File: config.mk
export PLATFORM = sky130hd
export DESIGN_NAME = pe_dot_ctrl_flat
export DESIGN_NICKNAME = d
export VERILOG_FILES = /design/src/rtl/pe_pkg.sv /design/src/rtl/pe_dot_ctrl_if.sv /design/src/rtl/pe_dot_ctrl.sv /design/src/flat_wrapper.sv
export SDC_FILE = /design/constraint.sdc
export NUM_CORES = 1
export LEC_CHECK = 0
export BUFFER_PORTS_ARGS = -buffer_cell sky130_fd_sc_hd__buf_2
export CAP_MARGIN = 20
export CORE_ASPECT_RATIO = 1.5
export CORE_UTILIZATION = 35
export DETAILED_ROUTE_END_ITERATION = 12
export RECOVER_POWER = 50
export SYNTH_ARGS = -nofsm -noshare
export SYNTH_HDL_FRONTEND = slang
export SYNTH_SLANG_ARGS = --single-unit
File: constraint.sdc
create_clock -name aclk -period 2.1 [get_ports aclk]
set_input_delay 0.315 -clock aclk [delete_from_list [all_inputs] [get_ports aclk]]
set_output_delay 0.315 -clock aclk [all_outputs]
set_load 0.01 [all_outputs]
File: src/rtl/pe_pkg.sv
`default_nettype none
// ============================================================================
//  Module      : pe_pkg
//  Description : Shared types and constants for the PE dot-product sequencer.
//                Holds the controller state encoding and the fixed-point
//                data format shared with my_pe (32-bit two's complement Q24.8).
//  Revision    : 1.0 - initial release
// ============================================================================
package pe_pkg;

    localparam int DATA_W      = 32;  // data word width
    localparam int FRAC_BITS   = 8;   // Q24.8 fractional bits (scaling lives in the PE)
    localparam int MAC_LAT_DEF = 4;   // xbip_multadd_0 latency

    typedef enum logic [2:0] {
        ST_IDLE      = 3'd0,
        ST_LOAD      = 3'd1,
        ST_CALC_RD   = 3'd2,
        ST_CALC_A    = 3'd3,
        ST_CALC_WAIT = 3'd4,
        ST_DONE      = 3'd5
    } pe_state_e;

endpackage
`default_nettype wire

File: src/rtl/pe_dot_ctrl_if.sv
`default_nettype none
// ============================================================================
//  Module      : pe_stream_if / pe_bus_if
//  Description : Bus bundles for the PE dot-product sequencer.
//                pe_stream_if : valid/ready word stream from the vector source
//                               (tdata, tvalid driven by master; tready by slave).
//                pe_bus_if    : controller-to-PE bus (addr, we, din, ain, cin,
//                               valid driven by master; dout returned by the PE).
//  Revision    : 1.0 - initial release
// ============================================================================
interface pe_stream_if;
    import pe_pkg::*;

    logic [DATA_W-1:0] tdata;
    logic              tvalid;
    logic              tready;

    modport master (output tdata, output tvalid, input  tready);
    modport slave  (input  tdata, input  tvalid, output tready);
endinterface

interface pe_bus_if #(
    parameter int ADDR_W = 6
);
    import pe_pkg::*;

    logic [ADDR_W-1:0] addr;
    logic              we;
    logic [DATA_W-1:0] din;
    logic [DATA_W-1:0] ain;
    logic [DATA_W-1:0] cin;
    logic              valid;
    logic [DATA_W-1:0] dout;

    modport master (output addr, output we, output din, output ain,
                    output cin, output valid, input dout);
    modport slave  (input  addr, input  we, input  din, input  ain,
                    input  cin, input  valid, output dout);
endinterface
`default_nettype wire

File: src/rtl/pe_dot_ctrl.sv
`default_nettype none
// ============================================================================
//  Module      : pe_dot_ctrl
//  Description : Sequencer for one my_pe processing element computing a full
//                fixed-point dot product sum(A[i]*B[i]).
//                Phase 1 streams LEN B words into the PE RAM; phase 2 streams
//                LEN A words, each held on pe_ain for one MAC while the
//                running accumulator is fed back through pe_cin.
//  Ports       : aclk, aresetn  - clock, synchronous active-low reset
//                start          - 1-cycle pulse, sampled only in IDLE
//                busy           - high in every state except IDLE
//                done           - 1-cycle pulse, result valid in that cycle
//                result         - final accumulator (Q24.8), held until next done
//                s_axis         - input word stream (B words then A words)
//                pe             - bus to the attached my_pe
//  Revision    : 1.0 - initial release
// ============================================================================
module pe_dot_ctrl
    import pe_pkg::*;
#(
    parameter int L_RAM_SIZE = 6,
    parameter int LEN        = 64,
    parameter int MAC_LAT    = MAC_LAT_DEF
) (
    input  wire logic              aclk,
    input  wire logic              aresetn,
    input  wire logic              start,
    output logic                   busy,
    output logic                   done,
    output logic [DATA_W-1:0]      result,
    pe_stream_if.slave             s_axis,
    pe_bus_if.master               pe
);

    localparam int WCNT_W = $clog2(MAC_LAT + 1);
    localparam logic [L_RAM_SIZE-1:0] LAST_IDX = L_RAM_SIZE'(LEN - 1);
    localparam logic [WCNT_W-1:0]     WCNT_END = WCNT_W'(MAC_LAT);

    pe_state_e               state_q, state_d;
    logic [L_RAM_SIZE-1:0]   idx_q, idx_d;
    logic [WCNT_W-1:0]       wcnt_q, wcnt_d;
    logic [DATA_W-1:0]       ain_q, ain_d;
    logic [DATA_W-1:0]       acc_q, acc_d;
    logic [DATA_W-1:0]       result_q, result_d;

    logic xfer;
    logic idx_last;
    logic mac_ready;

    assign xfer      = s_axis.tvalid && s_axis.tready;
    assign idx_last  = (idx_q == LAST_IDX);
    // pe_dvalid is not trusted; the MAC output is taken purely by cycle count.
    assign mac_ready = (wcnt_q == WCNT_END);

    // ------------------------------------------------------------------
    // FSM: state register
    // ------------------------------------------------------------------
    always_ff @(posedge aclk) begin
        if (!aresetn) begin
            state_q <= ST_IDLE;
        end else begin
            state_q <= state_d;
        end
    end

    // ------------------------------------------------------------------
    // FSM: next-state logic
    // ------------------------------------------------------------------
    always_comb begin
        state_d = state_q;
        case (state_q)
            ST_IDLE:      if (start)               state_d = ST_LOAD;
            ST_LOAD:      if (xfer && idx_last)    state_d = ST_CALC_RD;
            ST_CALC_RD:                            state_d = ST_CALC_A;
            ST_CALC_A:    if (xfer)                state_d = ST_CALC_WAIT;
            ST_CALC_WAIT: if (mac_ready)           state_d = idx_last ? ST_DONE : ST_CALC_RD;
            ST_DONE:                               state_d = ST_IDLE;
            default:                               state_d = ST_IDLE;
        endcase
    end

    // ------------------------------------------------------------------
    // FSM: outputs
    // ------------------------------------------------------------------
    always_comb begin
        busy          = (state_q != ST_IDLE);
        done          = (state_q == ST_DONE);
        result        = result_q;
        s_axis.tready = (state_q == ST_LOAD) || (state_q == ST_CALC_A);
        // Address is held at idx through CALC_RD/CALC_A/CALC_WAIT so the
        // registered RAM read keeps bin stable for the whole MAC.
        pe.addr       = idx_q;
        pe.we         = (state_q == ST_LOAD) && s_axis.tvalid;
        pe.din        = (state_q == ST_LOAD) ? s_axis.tdata : '0;
        pe.ain        = (state_q == ST_CALC_WAIT) ? ain_q : '0;
        pe.cin        = acc_q;
        pe.valid      = (state_q == ST_CALC_WAIT);
    end

    // ------------------------------------------------------------------
    // Datapath: index, wait counter, operand and accumulator registers
    // ------------------------------------------------------------------
    always_comb begin
        idx_d    = idx_q;
        wcnt_d   = wcnt_q;
        ain_d    = ain_q;
        acc_d    = acc_q;
        result_d = result_q;
        case (state_q)
            ST_IDLE: begin
                if (start) begin
                    idx_d = '0;
                    acc_d = '0;
                end
            end
            ST_LOAD: begin
                if (xfer) begin
                    idx_d = idx_last ? '0 : idx_q + L_RAM_SIZE'(1);
                end
            end
            ST_CALC_A: begin
                if (xfer) begin
                    ain_d  = s_axis.tdata;
                    wcnt_d = '0;
                end
            end
            ST_CALC_WAIT: begin
                if (mac_ready) begin
                    acc_d = pe.dout;
                    // Result is loaded on the final capture so it is already
                    // valid during the DONE cycle that carries the done pulse.
                    if (idx_last) begin
                        result_d = pe.dout;
                    end else begin
                        idx_d = idx_q + L_RAM_SIZE'(1);
                    end
                end else begin
                    wcnt_d = wcnt_q + WCNT_W'(1);
                end
            end
            default: ;
        endcase
    end

    always_ff @(posedge aclk) begin
        if (!aresetn) begin
            idx_q    <= '0;
            wcnt_q   <= '0;
            ain_q    <= '0;
            acc_q    <= '0;
            result_q <= '0;
        end else begin
            idx_q    <= idx_d;
            wcnt_q   <= wcnt_d;
            ain_q    <= ain_d;
            acc_q    <= acc_d;
            result_q <= result_d;
        end
    end

endmodule
`default_nettype wire

File: src/flat_wrapper.sv
// flat-port wrapper written by rule: the top's interface ports become plain ports
module pe_dot_ctrl_flat import pe_pkg::*;
#(
    parameter int L_RAM_SIZE = 6,
    parameter int LEN        = 64,
    parameter int MAC_LAT    = MAC_LAT_DEF
)
  (aclk, aresetn, start, busy, done, result, s_axis_tdata, s_axis_tvalid, s_axis_tready, pe_addr, pe_we, pe_din, pe_ain, pe_cin, pe_valid, pe_dout);
  pe_stream_if s_axis_i ();
  pe_bus_if #(.ADDR_W(6)) pe_i ();
  input  wire logic aclk;
  input  wire logic aresetn;
  input  wire logic start;
  output logic busy;
  output logic done;
  output logic [DATA_W-1:0] result;
  input wire logic [$bits(s_axis_i.tdata)-1:0] s_axis_tdata;
  input wire logic [$bits(s_axis_i.tvalid)-1:0] s_axis_tvalid;
  output wire logic [$bits(s_axis_i.tready)-1:0] s_axis_tready;
  output wire logic [$bits(pe_i.addr)-1:0] pe_addr;
  output wire logic [$bits(pe_i.we)-1:0] pe_we;
  output wire logic [$bits(pe_i.din)-1:0] pe_din;
  output wire logic [$bits(pe_i.ain)-1:0] pe_ain;
  output wire logic [$bits(pe_i.cin)-1:0] pe_cin;
  output wire logic [$bits(pe_i.valid)-1:0] pe_valid;
  input wire logic [$bits(pe_i.dout)-1:0] pe_dout;
  assign s_axis_i.tdata = s_axis_tdata;
  assign s_axis_i.tvalid = s_axis_tvalid;
  assign s_axis_tready = s_axis_i.tready;
  assign pe_addr = pe_i.addr;
  assign pe_we = pe_i.we;
  assign pe_din = pe_i.din;
  assign pe_ain = pe_i.ain;
  assign pe_cin = pe_i.cin;
  assign pe_valid = pe_i.valid;
  assign pe_i.dout = pe_dout;
  pe_dot_ctrl #(.L_RAM_SIZE(L_RAM_SIZE), .LEN(LEN), .MAC_LAT(MAC_LAT)) u_core (.aclk(aclk), .aresetn(aresetn), .start(start), .busy(busy), .done(done), .result(result), .s_axis(s_axis_i), .pe(pe_i));
endmodule
==> results.md <==
Detailed routing:
- Wires add up to 12.1 mm.
- The total number of vias is 4432.
- Dividing the detail-routed wire length by the instance count gives 13.4 um.
- The antenna violation net count after detailed routing is 0.
- In the routed layout, each cell is associated on average with a via count of 4.89.
- The number of detailed-route iterations in the first pass is 6.
- The violation count after the first detailed-routing iteration is 165.
- The number of remaining DRC errors is 0.

Synthesis:
- The number of warnings printed during yosys synthesis is 0.
- Synthesis inferred 108 register bits.
- In this run the cell area of the synthesized design comes to 0.00447 sq mm.
- The share of flip-flops with an asynchronous set or reset after synthesis is 0.
- The net count of the mapped netlist is 627.
- The commonest cells after synthesis are 138 x sky130_fd_sc_hd__nand2_1, 108 x sky130_fd_sc_hd__dfxtp_1, 70 x sky130_fd_sc_hd__a21oi_1, 65 x sky130_fd_sc_hd__and2_1, 38 x sky130_fd_sc_hd__nor2_1.
- Synthesis produced a netlist whose cell count is 556.
- Yosys attributes the largest share of cell area to sky130_fd_sc_hd__dfxtp_1 48%, sky130_fd_sc_hd__nand2_1 12%, sky130_fd_sc_hd__and2_1 9.1%.
- The predominant post-synthesis flop cell is sky130_fd_sc_hd__dfxtp_1.
- The leading area contributor after synthesis is sky130_fd_sc_hd__dfxtp_1.
- Yosys instantiated no cell more often than sky130_fd_sc_hd__nand2_1.
- The synthesized area per cell is 8.04 sq um.
- The post-synthesis sequential area ratio is 0.484.
- Of the post-synthesis cell area, the dominant cell type holds 0.484.
- The number of distinct library cells after synthesis is 41.
- In this run, synthesis inferred 0 flip-flops with an integrated enable.

STA:
- The final hold violation count is 0.
- Setup repair after global routing left no endpoint under its margin.
- Once routing completed, OpenROAD measured the worst setup slack at 173 ps.
- The relative max-transition margin is 0.547.
- Setup violations remaining at the end of the flow were counted as 0.
- The sum of negative setup slack is 0 ps.
- The period utilization is 0.918.
- The maximum clock frequency is 519 MHz.
- The clock tree skew after final layout is 13.8 ps.
- For the pin with the worst max-slew slack, the measured transition is 679 ps.
- The total count of max-transition violations in the final report is 0.
- For the finished layout, the period the worst path requires is 1930 ps.

Clock network:
- The clock tree from TritonCTS is built.
- The deepest level of the CTS H-tree is 3.
- The total clock sinks is 108.
- The number of hold buffers added after CTS was 0.
- The number of setup buffers added after CTS is 0.
- For the worst-skew pair, the clock arrives at the later sink with an insertion delay of 350 ps.
- The clock tree buffer depth is 2.
- The total clock buffers created by CTS is 9.
- The clock root buffer is sky130_fd_sc_hd__clkbuf_16.
- The CTS clock-pin slew for the worst setup and hold paths is 90 ps.

Outcome:
- The flow ran to the end, and the final reports show no timing, DRC or antenna violations.

Global route:
- Entering global routing, the biggest net connects 56 pins.
- The remaining global-route overflow is 0.
- The initial antenna violation count was 0.
- The number of global-route vias before repair is 4050.
- The first global-routing pass estimated 19.2 mm of wire.
- For this run, the total global-route usage over all layers was measured as 0.184.

Critical path:
- In this run the critical register-to-register path is launched from u_core.pe.addr[0].
- The maximum net fanout on the critical path is 34.
- The endpoint arrival time on the critical path is 1610 ps.
- The critical path buffer and inverter count is 2.
- The capturing element of the worst setup path is pe_din[9].
- The most critical setup path has its startpoint at u_core.state_q[0].
- For this run, the slowest stage of the critical path takes 440 ps.
- The reg2reg setup slack is 280 ps.
- The required arrival time at the worst endpoint is 1780 ps.
- The worst setup path is captured at an output port.
- The critical path in this run is classified as reg2out.
- Counting buffers and inverters, the worst setup path is 4 cells deep.
- STA classifies the critical path startpoint as a flop.
- Broken down by cell family, the worst path's largest delay share belongs to simple AND/OR/NAND/NOR gates.
- In this run the critical register-to-register path is captured at u_core.result[5].
- The cell with the largest stage delay on the worst path is sky130_fd_sc_hd__dfxtp_2.
- Measured in cells, the most critical reg-to-reg path has a length of 7.
- The critical path goes through nor3b_2 -> buf_12 -> and2_1 -> buf_2.

Min path:
- The path class of the lowest-slack min-delay path is in2reg.

Final layout:
- The number of nets in the finished design is 816.
- In the final layout, the share of cells above drive strength 1 is 0.232.
- The number of antenna diodes in the final layout is 0.
- The number of standard cells in the final layout excluding fillers is 906.
- The area used by sequential logic in the layout is 0.00216 sq mm.
- Summing all multi-input logic gate instances after layout gives 0.00211 sq mm.
- After filler insertion, the fill cell instance count of the layout stands at 1301.
- Compared with the post-synthesis result, the final layout area differs by 31.4%.

Power:
- The maximum resistive drop on vdd is 0.432 mV.
- The analysis attributes to cell leakage a power of 0.00245 uW.
- The areal power density over the cells is 684 mW/mm^2.

Die:
- The vertical die dimension is 140 um.
- The floorplan step set the die width to 94.3 um.
- The core region area is 0.0124 sq mm.
- The count of standard-cell rows is 50.
- The die area is 0.0132 sq mm.
- The number of top-level pins is 207.
- The initial core utilization is 0.359.

Place:
- At the end of routability-driven placement, the weighted congestion stood at 0.808.
- The number of placed cells counting well taps is 890.
- The half-perimeter wire length after placement is 8.65 mm.
- Prior to clock tree synthesis, the placed netlist has a worst setup slack of 276 ps.
- The count of buffers from port buffering is 206.

Flow run:
- Across the run, the number of max-cap violations was 0.
[logic make-up (layout without fill, tap and decap cells)]
family,count (synthesis),after routing,share of synthesized area
simple gates,275,275,0.294
compound gates,123,123,0.165
flops,108,108,0.484
buf+inv,45,239,0.0445
fa+ha+maj,3,3,0.00840
xor+xnor,2,2,0.00392
[flip-flops by register name (all words and copies together) (netlist names)]
register,cells
u_core.pe.cin,32
u_core.pe.addr,6
u_core.wcnt_q,3
u_core.state_q,3
u_core.result,32
u_core.ain_q,32
[per-stage QoR]
step / area, sq um / total power [uW] / hold WS (ps) / util
2_1_floorplan: 4470 / 2230 / 432 / -
3_3_place_gp: 5660 / 2370 / 439 / 0.454
3_5_place_dp: 5660 / 2380 / 443 / 0.454
4_1_cts: 5960 / 4070 / 193 / 0.479
5_1_grt: 5870 / 4180 / 202 / 0.472
6_report: 5870 / 4010 / 206 / 0.472
[report_power, final]
| part | internal, uW | switching (uW) |
|---|---|---|
| Clock | 845 | 845 |
| Sequential | 2050 | 5.60 |
| Combinational | 118 | 152 |
[cells in the final DEF, fill, tap and decap left out, types with 3 or more instances in the layout]
cell type,instances
sky130_fd_sc_hd__nand2_1,138
sky130_fd_sc_hd__buf_2,135
sky130_fd_sc_hd__dfxtp_1,106
sky130_fd_sc_hd__clkbuf_1,71
sky130_fd_sc_hd__a21oi_1,70
sky130_fd_sc_hd__and2_1,65
sky130_fd_sc_hd__nor2_1,37
sky130_fd_sc_hd__a22oi_1,32
sky130_fd_sc_hd__clkbuf_16,9
sky130_fd_sc_hd__nand3_1,8
sky130_fd_sc_hd__nand2b_1,7
sky130_fd_sc_hd__o21ai_0,7
sky130_fd_sc_hd__inv_1,4
sky130_fd_sc_hd__buf_12,4
sky130_fd_sc_hd__buf_4,4
sky130_fd_sc_hd__a211oi_1,3
sky130_fd_sc_hd__ha_1,3
[layout make-up]
| cell class | instances | area share |
|---|---|---|
| Timing Repair Buffer | 218 | 0.184 |
| Clock buffer | 9 | 0.0383 |
| Multi-Input combinational cell | 403 | 0.359 |
| Inverter | 5 | 0.00320 |
| Sequential cell | 108 | 0.369 |
| Clock inverter | 7 | 0.0132 |
| Tap cell | 156 | 0.0332 |
[routing by layer]
metal | share of wire | routed length [um] | GRT usage | vias to the layer above
met1 | 0.40 | 4840 | 0.205 | 2017
met4 | 0.017 | 201 | 0.0632 | 0
met3 | 0.093 | 1130 | 0.0630 | 13
met5 | 0 | 0 | 0 | -
li1 | - | - | - | 2218
met2 | 0.49 | 5920 | 0.318 | 184
[worst min path at each step]
stage	from	to	slack, ps	depth (start not counted)
finish	pe_dout[0]	u_core.result[0]	210	3
global route	pe_dout[9]	u_core.result[9]	200	3
global placement	u_core.ain_q[5]	u_core.ain_q[5]	440	2
floorplan	u_core.ain_q[0]	u_core.ain_q[0]	430	2
detailed placement	u_core.ain_q[4]	u_core.ain_q[4]	440	2
CTS	pe_dout[0]	u_core.result[0]	190	3
[what timing repair did]
item                       in CTS  in global routing
gates resized for setup         2                  1
setup endpoints to repair      33                  1
gates cloned                    0                  0
[worst reg2reg max path, cell delays in order, from the launching register on]
cell and delay [ps]:
sky130_fd_sc_hd__dfxtp_1 400, sky130_fd_sc_hd__ha_1 230, sky130_fd_sc_hd__and4_1 280, sky130_fd_sc_hd__nand2_2 160
sky130_fd_sc_hd__nor3_4 240, sky130_fd_sc_hd__buf_12 210, sky130_fd_sc_hd__nand2_1 90, sky130_fd_sc_hd__a21oi_1 140
(Power assumes the default switching activity.)
